**src/rtl/alu_ex_pkg.sv**
```systemverilog
// Shared definitions for the execute stage: opcode map, flag bit positions
// and the sequencing state encoding.
package alu_ex_pkg;

    // Opcodes 5'd21..5'd31 are unassigned and execute as illegal ops.
    localparam logic [4:0] OP_NOP = 5'd0;
    localparam logic [4:0] OP_ADD = 5'd1;
    localparam logic [4:0] OP_ADC = 5'd2;
    localparam logic [4:0] OP_SUB = 5'd3;
    localparam logic [4:0] OP_SBB = 5'd4;
    localparam logic [4:0] OP_INC = 5'd5;
    localparam logic [4:0] OP_DEC = 5'd6;
    localparam logic [4:0] OP_CMP = 5'd7;
    localparam logic [4:0] OP_AND = 5'd8;
    localparam logic [4:0] OP_OR  = 5'd9;
    localparam logic [4:0] OP_XOR = 5'd10;
    localparam logic [4:0] OP_NOT = 5'd11;
    localparam logic [4:0] OP_MOV = 5'd12;
    localparam logic [4:0] OP_SHL = 5'd13;
    localparam logic [4:0] OP_SHR = 5'd14;
    localparam logic [4:0] OP_SAR = 5'd15;
    localparam logic [4:0] OP_ROL = 5'd16;
    localparam logic [4:0] OP_ROR = 5'd17;
    localparam logic [4:0] OP_MUL = 5'd18;
    localparam logic [4:0] OP_LD  = 5'd19;
    localparam logic [4:0] OP_ST  = 5'd20;

    // flag_ex is packed {Z,C,N,V}
    localparam int FLAG_Z = 3;
    localparam int FLAG_C = 2;
    localparam int FLAG_N = 1;
    localparam int FLAG_V = 0;

    typedef enum logic {
        IDLE = 1'b0,
        MUL  = 1'b1
    } state_t;

endpackage

```
**src/rtl/alu_ex_mul.sv**
```systemverilog
// Iterative unsigned shift-add multiplier. One partial product per cycle,
// WIDTH cycles after start. A down-counter tracks remaining iterations; done
// is raised during the final iteration and product carries the value that
// iteration produces, so the consumer can capture it on the same edge.
module alu_ex_mul
    import alu_ex_pkg::*;
#(
    parameter int WIDTH = 8
) (
    input  logic                 clk,
    input  logic                 reset,
    input  logic                 start,
    input  logic                 abort,
    input  logic [WIDTH-1:0]     a,
    input  logic [WIDTH-1:0]     b,
    output logic                 busy,
    output logic                 done,
    output logic [2*WIDTH-1:0]   product
);

    localparam int CW = $clog2(WIDTH);

    logic [WIDTH-1:0] mcand_q;
    logic [WIDTH-1:0] hi_q;
    logic [WIDTH-1:0] lo_q;
    logic [CW-1:0]    cnt_q;
    logic [WIDTH:0]   sum;

    // Add the multiplicand into the upper half when the current multiplier bit is set.
    always_comb begin
        sum = {1'b0, hi_q} + {1'b0, (lo_q[0] ? mcand_q : '0)};
    end

    assign product = {sum, lo_q[WIDTH-1:1]};
    assign done    = busy && (cnt_q == '0);

    // Product register: load operands on start, shift right one place per iteration.
    always_ff @(posedge clk) begin
        if (reset) begin
            mcand_q <= '0;
            hi_q    <= '0;
            lo_q    <= '0;
            cnt_q   <= '0;
            busy    <= 1'b0;
        end else if (abort) begin
            busy    <= 1'b0;
        end else if (start) begin
            mcand_q <= a;
            hi_q    <= '0;
            lo_q    <= b;
            cnt_q   <= CW'(WIDTH - 1);
            busy    <= 1'b1;
        end else if (busy) begin
            hi_q    <= sum[WIDTH:1];
            lo_q    <= {sum[0], lo_q[WIDTH-1:1]};
            cnt_q   <= cnt_q - 1'b1;
            if (cnt_q == '0) begin
                busy <= 1'b0;
            end
        end
    end

endmodule

```
**src/rtl/alu_ex_stage.sv**
```systemverilog
// Execute stage: registered WIDTH-bit ALU with persistent {Z,C,N,V} flags,
// valid/ready handshakes on both sides and an optional iterative multiplier.
// Build option: define ALU_MUL_EN to execute MUL through alu_ex_mul;
// without it MUL is reported as an illegal opcode.
//
//  state | meaning
//  IDLE  | ready for a new op (subject to output backpressure)
//  MUL   | multiplier iterating, input side stalled
module alu_ex_stage
    import alu_ex_pkg::*;
#(
    parameter int WIDTH   = 8,
    parameter int RW_BITS = 5
) (
    input  logic               clk,
    input  logic               reset,
    input  logic               in_valid,
    output logic               in_ready,
    input  logic [4:0]         op_dec,
    input  logic [WIDTH-1:0]   A,
    input  logic [WIDTH-1:0]   B,
    input  logic [WIDTH-1:0]   data_in,
    input  logic               mem_en_dec,
    input  logic               mem_rw_dec,
    input  logic               mem_mux_sel_dec,
    input  logic [RW_BITS-1:0] RW_dec,
    input  logic               flush,
    output logic               out_valid,
    input  logic               out_ready,
    output logic [WIDTH-1:0]   ans_ex,
    output logic [WIDTH-1:0]   ans_hi_ex,
    output logic [3:0]         flag_ex,
    output logic               illegal_ex,
    output logic [WIDTH-1:0]   data_out,
    output logic [WIDTH-1:0]   B_Bypass,
    output logic               mem_en_ex,
    output logic               mem_rw_ex,
    output logic               mem_mux_sel_ex,
    output logic [RW_BITS-1:0] RW_ex,
    output logic               busy
);

    localparam int M  = WIDTH - 1;
    localparam int SW = $clog2(WIDTH);

    state_t state_q, state_d;

    logic accept;
    logic is_mul;
    logic mul_done;
    logic [2*WIDTH-1:0] mul_product;

    logic [SW-1:0]  sh;
    logic [SW:0]    inv_sh;
    logic [WIDTH-1:0] add_b, sub_b;
    logic           add_ci, sub_bi;
    logic [WIDTH:0] add_r, sub_r;
    logic           add_v, sub_v;
    logic [WIDTH:0] shl_t, shr_t;
    logic signed [WIDTH:0] sar_t;
    logic [WIDTH-1:0] rol_r, ror_r;

    logic [WIDTH-1:0] res;
    logic [WIDTH-1:0] alu_ans;
    logic [3:0]       alu_flags;
    logic             alu_ill;
    logic             c_f, v_f, upd;

    assign in_ready = !reset && (state_q == IDLE) && (!out_valid || out_ready) && !flush;
    assign accept   = in_valid && in_ready;

`ifdef ALU_MUL_EN
    logic [WIDTH-1:0]   pend_data, pend_b;
    logic               pend_me, pend_mr, pend_mm;
    logic [RW_BITS-1:0] pend_rw;

    assign is_mul = (op_dec == OP_MUL);

    alu_ex_mul #(.WIDTH(WIDTH)) u_mul (
        .clk     (clk),
        .reset   (reset),
        .start   (accept && is_mul),
        .abort   (flush),
        .a       (A),
        .b       (B),
        .busy    (busy),
        .done    (mul_done),
        .product (mul_product)
    );

    // Side-band fields of a MUL wait here until the product is ready.
    always_ff @(posedge clk) begin
        if (reset) begin
            pend_data <= '0;
            pend_b    <= '0;
            pend_me   <= 1'b0;
            pend_mr   <= 1'b0;
            pend_mm   <= 1'b0;
            pend_rw   <= '0;
        end else if (accept && is_mul) begin
            pend_data <= data_in;
            pend_b    <= B;
            pend_me   <= mem_en_dec;
            pend_mr   <= mem_rw_dec;
            pend_mm   <= mem_mux_sel_dec;
            pend_rw   <= RW_dec;
        end
    end
`else
    assign is_mul      = 1'b0;
    assign busy        = 1'b0;
    assign mul_done    = 1'b0;
    assign mul_product = '0;
`endif

    // Operand conditioning shared by the add/sub families (carry-in, INC/DEC constants).
    always_comb begin
        add_b  = B;
        add_ci = 1'b0;
        sub_b  = B;
        sub_bi = 1'b0;
        case (op_dec)
            OP_ADC:  add_ci = flag_ex[FLAG_C];
            OP_INC:  add_b  = WIDTH'(1);
            OP_SBB:  sub_bi = flag_ex[FLAG_C];
            OP_DEC:  sub_b  = WIDTH'(1);
            default: ;
        endcase
    end

    assign add_r = {1'b0, A} + {1'b0, add_b} + {{WIDTH{1'b0}}, add_ci};
    assign sub_r = {1'b0, A} - {1'b0, sub_b} - {{WIDTH{1'b0}}, sub_bi};
    assign add_v = (A[M] == add_b[M]) && (add_r[M] != A[M]);
    assign sub_v = (A[M] != sub_b[M]) && (sub_r[M] != A[M]);

    // Shifts carry one spare bit so the last bit shifted out lands in a fixed position.
    assign sh     = B[SW-1:0];
    assign inv_sh = (SW+1)'(WIDTH) - {1'b0, sh};
    assign shl_t  = {1'b0, A} << sh;
    assign shr_t  = {A, 1'b0} >> sh;
    assign sar_t  = $signed({A, 1'b0}) >>> sh;
    assign rol_r  = (A << sh) | (A >> inv_sh);
    assign ror_r  = (A >> sh) | (A << inv_sh);

    // Single-cycle result, flag update and illegal-op decode.
    always_comb begin
        res     = '0;
        c_f     = 1'b0;
        v_f     = 1'b0;
        upd     = 1'b1;
        alu_ill = 1'b0;
        case (op_dec)
            OP_NOP: upd = 1'b0;
            OP_ADD, OP_ADC, OP_INC: begin
                res = add_r[M:0];
                c_f = add_r[WIDTH];
                v_f = add_v;
            end
            OP_SUB, OP_SBB, OP_DEC, OP_CMP: begin
                res = sub_r[M:0];
                c_f = sub_r[WIDTH];
                v_f = sub_v;
            end
            OP_AND: res = A & B;
            OP_OR:  res = A | B;
            OP_XOR: res = A ^ B;
            OP_NOT: res = ~A;
            OP_MOV: begin
                res = B;
                upd = 1'b0;
            end
            OP_SHL: begin
                res = shl_t[M:0];
                c_f = shl_t[WIDTH];
            end
            OP_SHR: begin
                res = shr_t[WIDTH:1];
                c_f = shr_t[0];
            end
            OP_SAR: begin
                res = sar_t[WIDTH:1];
                c_f = sar_t[0];
            end
            OP_ROL: begin
                res = rol_r;
                c_f = (sh != '0) && rol_r[0];
            end
            OP_ROR: begin
                res = ror_r;
                c_f = (sh != '0) && ror_r[M];
            end
            OP_LD, OP_ST: begin
                res = add_r[M:0];
                upd = 1'b0;
            end
`ifdef ALU_MUL_EN
            OP_MUL: upd = 1'b0;
`endif
            default: begin
                alu_ill = 1'b1;
                upd     = 1'b0;
            end
        endcase

        // CMP reports flags of A-B but passes A through as its result.
        alu_ans = (op_dec == OP_CMP) ? A : res;

        alu_flags = flag_ex;
        if (upd) begin
            alu_flags[FLAG_Z] = (res == '0);
            alu_flags[FLAG_C] = c_f;
            alu_flags[FLAG_N] = res[M];
            alu_flags[FLAG_V] = v_f;
        end
    end

    // State register.
    always_ff @(posedge clk) begin
        if (reset) begin
            state_q <= IDLE;
        end else begin
            state_q <= state_d;
        end
    end

    // Next state: enter MUL on a multiply accept, leave on the final iteration or flush.
    always_comb begin
        state_d = state_q;
        case (state_q)
            IDLE:    if (accept && is_mul) state_d = MUL;
            MUL:     if (mul_done) state_d = IDLE;
            default: state_d = IDLE;
        endcase
        if (flush) begin
            state_d = IDLE;
        end
    end

    // Output register: load on single-cycle accept or multiplier completion, hold under backpressure.
    always_ff @(posedge clk) begin
        if (reset) begin
            out_valid      <= 1'b0;
            ans_ex         <= '0;
            ans_hi_ex      <= '0;
            flag_ex        <= '0;
            illegal_ex     <= 1'b0;
            data_out       <= '0;
            B_Bypass       <= '0;
            mem_en_ex      <= 1'b0;
            mem_rw_ex      <= 1'b0;
            mem_mux_sel_ex <= 1'b0;
            RW_ex          <= '0;
        end else if (flush) begin
            out_valid <= 1'b0;
        end else if (accept && !is_mul) begin
            out_valid      <= 1'b1;
            ans_ex         <= alu_ans;
            ans_hi_ex      <= '0;
            flag_ex        <= alu_flags;
            illegal_ex     <= alu_ill;
            data_out       <= data_in;
            B_Bypass       <= B;
            mem_en_ex      <= mem_en_dec;
            mem_rw_ex      <= mem_rw_dec;
            mem_mux_sel_ex <= mem_mux_sel_dec;
            RW_ex          <= RW_dec;
`ifdef ALU_MUL_EN
        end else if (accept) begin
            out_valid <= 1'b0;
        end else if (mul_done) begin
            out_valid       <= 1'b1;
            ans_ex          <= mul_product[WIDTH-1:0];
            ans_hi_ex       <= mul_product[2*WIDTH-1:WIDTH];
            flag_ex[FLAG_Z] <= (mul_product == '0);
            flag_ex[FLAG_C] <= (mul_product[2*WIDTH-1:WIDTH] != '0);
            flag_ex[FLAG_N] <= mul_product[2*WIDTH-1];
            flag_ex[FLAG_V] <= (mul_product[2*WIDTH-1:WIDTH] != '0);
            illegal_ex      <= 1'b0;
            data_out        <= pend_data;
            B_Bypass        <= pend_b;
            mem_en_ex       <= pend_me;
            mem_rw_ex       <= pend_mr;
            mem_mux_sel_ex  <= pend_mm;
            RW_ex           <= pend_rw;
`endif
        end else if (out_ready) begin
            out_valid <= 1'b0;
        end
    end

endmodule

```
**config.mk**
```make
export PLATFORM = sky130hd
export DESIGN_NAME = alu_ex_stage
export DESIGN_NICKNAME = d
export VERILOG_FILES = /design/src/rtl/alu_ex_pkg.sv /design/src/rtl/alu_ex_mul.sv /design/src/rtl/alu_ex_stage.sv
export SDC_FILE = /design/constraint.sdc
export NUM_CORES = 1
export LEC_CHECK = 0
export ABC_CLOCK_PERIOD_IN_PS = 11930
export CORE_MARGIN = 2
export CORE_UTILIZATION = 40
export CTS_CLUSTER_SIZE = 40
export DETAILED_ROUTE_END_ITERATION = 8
export PLACE_DENSITY = 0.69
export SYNTH_ARGS = -nofsm -noshare
export SYNTH_HDL_FRONTEND = slang
export SYNTH_HIERARCHICAL = 1
export SYNTH_SLANG_ARGS = --single-unit
export TNS_END_PERCENT = 10
```
**constraint.sdc**
```tcl
create_clock -name clk -period 11.93 [get_ports clk]
set_input_delay 3.579 -clock clk [delete_from_list [all_inputs] [get_ports clk]]
set_output_delay 3.579 -clock clk [all_outputs]
set_load 0.01 [all_outputs]
```
==> results of run 1 <==
-- final timing paths --
check,start,to,slack [ps],cells past startpoint
worst max-delay path,reset,in_ready,3170,4
worst min-delay path,B_Bypass[3]$_SDFFE_PP0P_,B_Bypass[3]$_SDFFE_PP0P_,450,2
worst max register to register,flag_ex[2]$_SDFFE_PP0P_,flag_ex[3]$_SDFFE_PP0P_,8570,13
worst min register to register,B_Bypass[3]$_SDFFE_PP0P_,B_Bypass[3]$_SDFFE_PP0P_,450,2
-- synthesized netlist by cell type (all sizes together) (9+ instances only) --
| cell type | number |
|---|---|
| nand2 | 97 |
| a21oi | 59 |
| nor2 | 46 |
| ha | 40 |
| buf | 38 |
| dfxtp | 38 |
| inv | 37 |
| clkbuf | 25 |
| mux2i | 24 |
| o21ai | 19 |
| nor3 | 13 |
| o211ai | 12 |
| nor2b | 11 |
| nand3 | 10 |
| xnor2 | 10 |
| a211oi | 9 |
| nand2b | 9 |
| nand4 | 9 |
-- layout make-up --
class                      instances  share of cell area, %
sequential                        38                   13.2
multi-input combinational        517                   62.3
clock inverter                     2                   1.04
clock buffer                       6                   2.40
inverter                          37                   2.40
timing repair buffer              93                   15.5
tap                              147                   3.18
-- metrics by stage --
step / setup slack [ps] / util [%] / hold WS, ps / power (mW) / cell area, µm²
after floorplan: 4390 / - / 476 / 0.270 / 4860
after global placement: 3220 / 46.9 / 443 / 0.328 / 5580
after detailed placement: 3160 / 46.9 / 446 / 0.331 / 5580
after CTS: 3170 / 48.5 / 455 / 0.507 / 5780
after global routing: 3050 / 48.5 / 467 / 0.533 / 5780
final: 3170 / 48.5 / 454 / 0.508 / 5780
-- layer usage --
| layer | share of wire (%) | vias up | global-route usage, % |
|---|---|---|---|
| met2 | 47 | 232 | 42.8 |
| li1 | - | 2421 | - |
| met1 | 44 | 2468 | 37.5 |
| met4 | 2.1 | 0 | 6.18 |
| met3 | 6.6 | 24 | 3.61 |
| met5 | 0 | - | 0 |
-- registers in the layout (all words and copies together), names as in the netlist --
name,cells
B_Bypass,8
RW_ex,5
ans_ex,8
data_out,8
flag_ex,4
illegal_ex,1
mem_en_ex,1
mem_mux_sel_ex,1
mem_rw_ex,1
out_valid,1
-- worst register-to-register path: cells and delay by family, from the launching register on --
family,cells,cell delay (ps)
compound gates,3,480
buf+inv,1,60
xor+xnor,1,270
flops,1,430
fa+ha+maj,2,590
simple gates,6,1480
-- report_power, final --
group          leakage (nW)  switching [mW]  internal (mW)
combinational          1.86           0.116         0.0836
clock                0.0971          0.0498          0.125
sequential            0.308         0.00211          0.131
total                  2.27           0.167          0.340
-- kinds of logic after synthesis --
group	synth area share [%]
and+or+nand+nor	22.7
AOI/OAI and AO/OA	26.4
DFF	15.8
xor gates and xnor gates	2.72
other	0.0776
buffers and inverters	10.3
muxes	10.0
adders and majority gates	12.0
==> reports/results.md, run 1 <==
* sky130_fd_sc_hd__dfxtp_1 — flip-flop cell with the highest count after synthesis
* 3600 µm² — area taken by multi-input logic gates
* 11,900 µm² — core area
* flip-flop to flip-flop — min-delay worst type
* 6.13 — via count normalized by instance count
* 0 — post-CTS resize count
* 17,400 µm — routed wire length
* 114 µm — Die Wd
* sky130_fd_sc_hd__clkdlybuf4s50_1 — slowest cell on the critical path
* 0 — final-report setup violation count
* built — CTS tree
* 0 — number of flops mapped to enable cells by yosys
* 15.8% — area share of the leading cell type in the synthesized netlist
* 12,800 µm — placed wire-length estimate
* primary input — type of origin of the critical path
* 0 — CTS Hold Buffers Added
* 7 — first drt pass iteration count
* 40.5% — initial standard-cell utilization of the core
* 0 — reported max-cap violation count
* 6 — number of warning messages in the yosys log
* sky130_fd_sc_hd__clkdlybuf4s50_1 — cell repeated most along the worst path
* 90 — number of top-level pins
* 647 — synthesized instance count
* 761 µm² — area occupied by registers
* sky130_fd_sc_hd__dfxtp_1, sky130_fd_sc_hd__ha_1, sky130_fd_sc_hd__nand2_1, sky130_fd_sc_hd__a21oi_1, sky130_fd_sc_hd__mux2i_1 — top cells by area in the synthesized netlist
* clkdlybuf4s50_1, buf_4, nor3_1, clkdlybuf4s50_1 — sequence of cells on the critical path
* 7.79% — proportion of layout cells with a drive suffix above 1
* 5 — clock buffers created by TritonCTS
* 270 ps — worst skew pair latency
* sky130_fd_sc_hd__dfxtp_1 — top cell type by total area after synthesis
* sky130_fd_sc_hd__nand2_1, sky130_fd_sc_hd__clkdlybuf4s50_1, sky130_fd_sc_hd__a21oi_1 — most used cells in the layout excluding fill and tap cells
* 0.0903 mV — VDD IR max
* 410 — count of routing violations after the opening detailed-route iteration
* 4830 µm² — area of the mapped netlist
* sky130_fd_sc_hd__clkbuf_16 — Root Driver
* primary input to output pin — Setup CP Type
* 5180 ps — Worst EP arrival
* 5,145 — vias after detailed routing
* 114 µm — vertical die dimension
* 90 — number of distinct library cell variants in the gate-level netlist after synthesis
* sky130_fd_sc_hd__nand2_1 — most frequent standard cell in the layout excluding fill and tap cells
* 832 — Placed Cells
* 0% — share of synthesized registers carrying an async set or reset
* 2.27 nW — static leakage
* 39 — highest net fanout along the worst path
* 0 — remaining global-route overflow
* 73.4% — final clock period utilization by the worst path
* buffers and inverters — Worst path top cell family by delay
* 38 — number of clock sinks seen by CTS
* completed — outcome
* 7.46 µm² — average cell area after synthesis
* 840 — number of standard cells in the layout, taps in and fillers out
* 15.8% — sequential fraction of the synthesis area
* 0.978 — RD Place Congestion
* 13,000 µm² — die area
* 0.114 GHz — highest achievable clock rate
* 40 — number of rows created at floorplan
* 38 — number of storage elements in the synthesis netlist
* 2 — htree depth
* 1,182 — fillcell total
* 4,805 — number of global-route vias before repair
* 19.7% — layout overhead on the synthesized area
* 778 — count of nets after finishing
* 35.1% — remaining max-slew budget at the tightest pin
* 970 ps — slew of the pin with the lowest slew margin
* 0 — Post-CTS Setup Bufs
* 8760 ps — fin crit period
* 600 ps — max incr delay on CP
* 8350 ps — required time of the critical path
* 87.8 nW/µm² — power per standard cell area
* 3.58 ps — maximum clock skew at final layout
* 40 — pin count of the biggest net entering global routing
* 0 — n_diodes
* 2 — Clock Tree Buf Depth
* 0 — final-report hold violation count
* output pin — kind of end point of the critical path
* 3 — Buffers & Inverters on Critical Path
* 26.5% — all-layer global routing usage
* 0 — Remaining DRCs
* no — setup repair after global routing missed its margin
* 0 — initial antenna violation count
* 60 ps — Reg clk slew, reported paths
* 80 — count of buffers from port buffering
* 0 ps — Fin Setup TNS
* 0 — max-slew violations
* 27,200 µm — global-route wire length before repair
* 20.7 µm — average wire length per cell after detail routing
* 0 — residual antenna-violating net count after detailed routing
Power figures use the tool's default switching activity.
==> inputs of run 2 (changes only) <==
--- a/config.mk
+++ b/config.mk
@@ -5,12 +5,12 @@
 export SDC_FILE = /design/constraint.sdc
 export NUM_CORES = 1
 export LEC_CHECK = 0
-export ABC_CLOCK_PERIOD_IN_PS = 11930
+export ABC_CLOCK_PERIOD_IN_PS = 7400
 export CORE_MARGIN = 2
 export CORE_UTILIZATION = 40
 export CTS_CLUSTER_SIZE = 40
 export DETAILED_ROUTE_END_ITERATION = 8
-export PLACE_DENSITY = 0.69
+export PLACE_DENSITY = 0.71
 export SYNTH_ARGS = -nofsm -noshare
 export SYNTH_HDL_FRONTEND = slang
 export SYNTH_HIERARCHICAL = 1
==> constraint.sdc (replaced) <==
create_clock -name clk -period 7.4 [get_ports clk]
set_input_delay 2.22 -clock clk [delete_from_list [all_inputs] [get_ports clk]]
set_output_delay 2.22 -clock clk [all_outputs]
set_load 0.01 [all_outputs]
==> reports/results.md, run 2 (synthesis results as in run 1) <==
* 80 — count of buffers from port buffering
* 19.7% — layout overhead on the synthesized area
* 27,700 µm — global-route wire length before repair
* 114 µm — Die Wd
* 40.0% — remaining max-slew budget at the tightest pin
* 40 — pin count of the biggest net entering global routing
* 6240 ps — fin crit period
* 2 — htree depth
* 38 — number of clock sinks seen by CTS
* 40.5% — initial standard-cell utilization of the core
* 783 — count of nets after finishing
* 2.27 nW — static leakage
* 114 µm — vertical die dimension
* 17,700 µm — routed wire length
* 1,179 — fillcell total
* 0 — remaining global-route overflow
* sky130_fd_sc_hd__clkbuf_16 — Root Driver
* built — CTS tree
* 0.0964 mV — VDD IR max
* 0 — final-report hold violation count
* 0 — n_diodes
* 134 nW/µm² — power per standard cell area
* flip-flop to flip-flop — min-delay worst type
* flip-flop — kind of end point of the critical path
* 845 — number of standard cells in the layout, taps in and fillers out
* 5 — first drt pass iteration count
* 60 ps — Reg clk slew, reported paths
* 877 ps — slew of the pin with the lowest slew margin
* 0 — CTS Hold Buffers Added
* 280 ps — worst skew pair latency
* 84.3% — final clock period utilization by the worst path
* 5,145 — vias after detailed routing
* completed — outcome
* 6460 ps — Worst EP arrival
* 2 — Clock Tree Buf Depth
* 0 ps — Fin Setup TNS
* 8.17% — proportion of layout cells with a drive suffix above 1
* 3.44 ps — maximum clock skew at final layout
* 0.160 GHz — highest achievable clock rate
* 11,900 µm² — core area
* 0 — initial antenna violation count
* primary input — type of origin of the critical path
* 20.9 µm — average wire length per cell after detail routing
* 2 — worst hold stages
* 5 — clock buffers created by TritonCTS
* no — setup repair after global routing missed its margin
* 761 µm² — area occupied by registers
* sky130_fd_sc_hd__nand2_1, sky130_fd_sc_hd__clkdlybuf4s50_1, sky130_fd_sc_hd__a21oi_1 — most used cells in the layout excluding fill and tap cells
* 13,000 µm² — die area
* primary input to flip-flop — Setup CP Type
* 0.967 — RD Place Congestion
* sky130_fd_sc_hd__nand2_1 — most frequent standard cell in the layout excluding fill and tap cells
* 837 — Placed Cells
* 13 — count of cells along the worst register-to-register path
* 0 — final-report setup violation count
* 775 µW — power after layout
* 0 — Post-CTS Setup Bufs
* 0 — Remaining DRCs
* 3600 µm² — area taken by multi-input logic gates
* 5,060 — number of global-route vias before repair
* 16 — highest net fanout along the worst path
* 0 — post-CTS resize count
* 90 — number of top-level pins
* 0 — max-slew violations
* 13,200 µm — placed wire-length estimate
* 408 — count of routing violations after the opening detailed-route iteration
* 40 — number of rows created at floorplan
* 6.09 — via count normalized by instance count
* 0 — reported max-cap violation count
* B_Bypass (8), ans_ex (8), data_out (8) — largest registers
* 27.3% — all-layer global routing usage
* 7620 ps — required time of the critical path
* 0 — residual antenna-violating net count after detailed routing
==> run 2: power breakdown <==
group | switching (mW) | internal, mW | leakage, nW
logic | 0.188 | 0.136 | 1.89
registers | 0.00351 | 0.212 | 0.308
clock network | 0.0768 | 0.159 | 0.0781
==> run 2: critical path: stages <==
cell	delay, ps
sky130_fd_sc_hd__clkdlybuf4s50_1	760
sky130_fd_sc_hd__nor2_1	100
sky130_fd_sc_hd__buf_4	190
sky130_fd_sc_hd__and3_1	260
sky130_fd_sc_hd__or2_2	320
sky130_fd_sc_hd__fa_1	430
sky130_fd_sc_hd__fa_1	440
sky130_fd_sc_hd__a21o_1	210
sky130_fd_sc_hd__a21oi_1	160
sky130_fd_sc_hd__xnor2_1	80
sky130_fd_sc_hd__o2bb2ai_1	130
sky130_fd_sc_hd__or4_4	510
sky130_fd_sc_hd__nor4_1	280
sky130_fd_sc_hd__and4_1	220
sky130_fd_sc_hd__a31o_1	140
==> run 2: through the flow <==
stage	utilization [%]	instance area, µm²	setup WS (ps)	hold slack [ps]
finish	48.5	5780	1160	454
global route	48.5	5780	866	471
CTS	48.5	5780	1170	453
detailed placement	47.2	5620	874	447
global placement	47.2	5620	988	442
floorplan	-	4860	1600	476
==> run 2: layout make-up <==
| class | count | area share (%) |
|---|---|---|
| clock buffers | 7 | 2.29 |
| clock inverters | 1 | 0.519 |
| inverters | 37 | 2.40 |
| multi-input cells | 517 | 62.3 |
| flip-flops and latches | 38 | 13.2 |
| well taps | 147 | 3.18 |
| repair buffers | 98 | 16.2 |
==> run 2: layer usage <==
layer / global-route usage [%] / part of all wire, % / up-vias
met1: 36.5 / 42 / 2412
met4: 12.2 / 4.6 / 0
met2: 43.0 / 46 / 250
met3: 4.89 / 7.5 / 52
li1: - / - / 2431
met5: 0 / 0 / -
==> run 2: path summary, 6_finish.rpt <==
check	start	slack (ps)	endpoint
worst max-delay path	op_dec[4]	1160	flag_ex[3]$_SDFFE_PP0P_
worst min-delay path	mem_rw_ex$_SDFFE_PP0P_	450	mem_rw_ex$_SDFFE_PP0P_
worst max register to register	flag_ex[2]$_SDFFE_PP0P_	4060	flag_ex[3]$_SDFFE_PP0P_
worst min register to register	mem_rw_ex$_SDFFE_PP0P_	450	mem_rw_ex$_SDFFE_PP0P_
==> inputs of run 3 (changes only) <==
--- a/config.mk
+++ b/config.mk
@@ -5,12 +5,12 @@
 export SDC_FILE = /design/constraint.sdc
 export NUM_CORES = 1
 export LEC_CHECK = 0
-export ABC_CLOCK_PERIOD_IN_PS = 7400
+export ABC_CLOCK_PERIOD_IN_PS = 6400
 export CORE_MARGIN = 2
 export CORE_UTILIZATION = 40
 export CTS_CLUSTER_SIZE = 40
 export DETAILED_ROUTE_END_ITERATION = 8
-export PLACE_DENSITY = 0.71
+export PLACE_DENSITY = 0.69
 export SYNTH_ARGS = -nofsm -noshare
 export SYNTH_HDL_FRONTEND = slang
 export SYNTH_HIERARCHICAL = 1
==> constraint.sdc (replaced) <==
create_clock -name clk -period 6.4 [get_ports clk]
set_input_delay 1.92 -clock clk [delete_from_list [all_inputs] [get_ports clk]]
set_output_delay 1.92 -clock clk [all_outputs]
set_load 0.01 [all_outputs]
==> reports/results.md, run 3 (synthesis results as in run 1) <==
* 1110 ps — slew of the pin with the lowest slew margin
* 11,900 µm² — core area
* 5 — clock buffers created by TritonCTS
* 3600 µm² — area taken by multi-input logic gates
* 9.59% — proportion of layout cells with a drive suffix above 1
* 80 — count of buffers from port buffering
* 449 ps — Fin Hold WS
* 0 — initial antenna violation count
* 761 µm² — area occupied by registers
* 0 — CTS Hold Buffers Added
* flag_ex[2]$_SDFFE_PP0P_ — worst reg2reg startpoint
* 1,179 — fillcell total
* 38 — number of clock sinks seen by CTS
* 5750 ps — fin crit period
* 0.174 GHz — highest achievable clock rate
* 50 ps — Reg clk slew, reported paths
* 551 ps — setup slack at placement
* 5910 ps — Worst EP arrival
* 5 — first drt pass iteration count
* 0.990 — RD Place Congestion
* 155 nW/µm² — power per standard cell area
* 6.11 — via count normalized by instance count
* 23.8% — remaining max-slew budget at the tightest pin
* 40.5% — initial standard-cell utilization of the core
* flip-flop to flip-flop — min-delay worst type
* 40 — pin count of the biggest net entering global routing
* 0 — max-slew violations
* 13,000 µm² — die area
* 90 — number of top-level pins
* 21.5 µm — average wire length per cell after detail routing
* flip-flop — kind of end point of the critical path
* 2 — htree depth
* 0 — final-report setup violation count
* 5,227 — vias after detailed routing
* 2.33 ps — maximum clock skew at final layout
* 49.2% — Final Util
* 4.30% — met3 Use GR
* 36.9% — global routing usage on met1
* no — setup repair after global routing missed its margin
* 0.140 mV — VDD IR max
* 6560 ps — required time of the critical path
* 18,400 µm — routed wire length
* 114 µm — vertical die dimension
* 27.9% — all-layer global routing usage
* built — CTS tree
* 0 — Remaining DRCs
* 794 — count of nets after finishing
* 89.9% — final clock period utilization by the worst path
* 0 — residual antenna-violating net count after detailed routing
* 280 ps — worst skew pair latency
* 0 — Post-CTS Setup Bufs
* 2 — Clock Tree Buf Depth
* B[0] — Worst Setup SP
* 0 — reported max-cap violation count
* 5,009 — number of global-route vias before repair
* sky130_fd_sc_hd__nand2_1 — most frequent standard cell in the layout excluding fill and tap cells
* sky130_fd_sc_hd__nand2_1, sky130_fd_sc_hd__clkdlybuf4s50_1, sky130_fd_sc_hd__a21oi_1 — most used cells in the layout excluding fill and tap cells
* sky130_fd_sc_hd__clkbuf_16 — Root Driver
* ans_ex[2]$_SDFFE_PP0P_ — Min-Delay Startpoint
* 13,800 µm — placed wire-length estimate
* 0 — final-report hold violation count
* 648 ps — PnR worst setup slack
* 2.33 nW — static leakage
* 0 — n_diodes
* 45.2% — global-route track usage on met2
* 0 — remaining global-route overflow
* 17 — highest net fanout along the worst path
* B_Bypass (8), ans_ex (8), data_out (8) — largest registers
* completed — outcome
* primary input — type of origin of the critical path
* 114 µm — Die Wd
* 40 — number of rows created at floorplan
* 377 — count of routing violations after the opening detailed-route iteration
* 0 — post-CTS resize count
* primary input to flip-flop — Setup CP Type
* 21.4% — layout overhead on the synthesized area
* 28,100 µm — global-route wire length before repair
* met2 — peak-usage layer in the global routing report
* 0 ps — Fin Setup TNS
==> run 3: path summary, 6_finish.rpt <==
path	slack [ps]	cells past startpoint	end
max	650	14	ans_ex[5]$_SDFFE_PP0P_
min	450	2	ans_ex[2]$_SDFFE_PP0P_
max reg2reg	2980	13	flag_ex[3]$_SDFFE_PP0P_
min reg2reg	450	2	ans_ex[2]$_SDFFE_PP0P_
==> run 3: layout make-up <==
cell class,instances,share of cell area [%]
flip-flops and latches,38,13.0
clock buffers,7,2.26
multi-input cells,517,61.4
clock inverters,1,0.512
well taps,147,3.14
inverters,37,2.37
repair buffers,109,17.4
==> run 3: per-layer routing <==
metal  up-vias  share of wire [%]
met1      2460                 43
met4         0                4.6
met2       257                 45
li1       2453                  -
met3        57                7.3
met5         -                  0
==> run 3: critical path, cell delays in order <==
cell and delay [ps]:
sky130_fd_sc_hd__clkdlybuf4s50_1 450, sky130_fd_sc_hd__buf_4 150, sky130_fd_sc_hd__inv_1 90, sky130_fd_sc_hd__buf_4 200, sky130_fd_sc_hd__ha_1 680, sky130_fd_sc_hd__mux2i_1 260
sky130_fd_sc_hd__a2bb2oi_1 360, sky130_fd_sc_hd__o311ai_1 200, sky130_fd_sc_hd__a311o_2 380, sky130_fd_sc_hd__a2111oi_0 710, sky130_fd_sc_hd__buf_4 250, sky130_fd_sc_hd__a21oi_1 70
sky130_fd_sc_hd__a21oi_1 140, sky130_fd_sc_hd__nor2_1 50
==> run 3: per-stage QoR <==
step / power (mW) / area (µm²) / instances
6_report: 0.907 / 5860 / 856
5_1_grt: 0.957 / 5860 / 856
4_1_cts: 0.908 / 5860 / 856
3_5_place_dp: 0.633 / 5700 / 848
3_3_place_gp: 0.630 / 5700 / 848
2_1_floorplan: 0.503 / 4860 / 655
==> run 3: power by group <==
| part | switching (mW) | leakage, nW | internal [mW] | total, mW |
|---|---|---|---|---|
| logic | 0.224 | 1.94 | 0.163 | 0.388 |
| registers | 0.00410 | 0.308 | 0.245 | 0.249 |
| clock network | 0.0869 | 0.0781 | 0.184 | 0.271 |
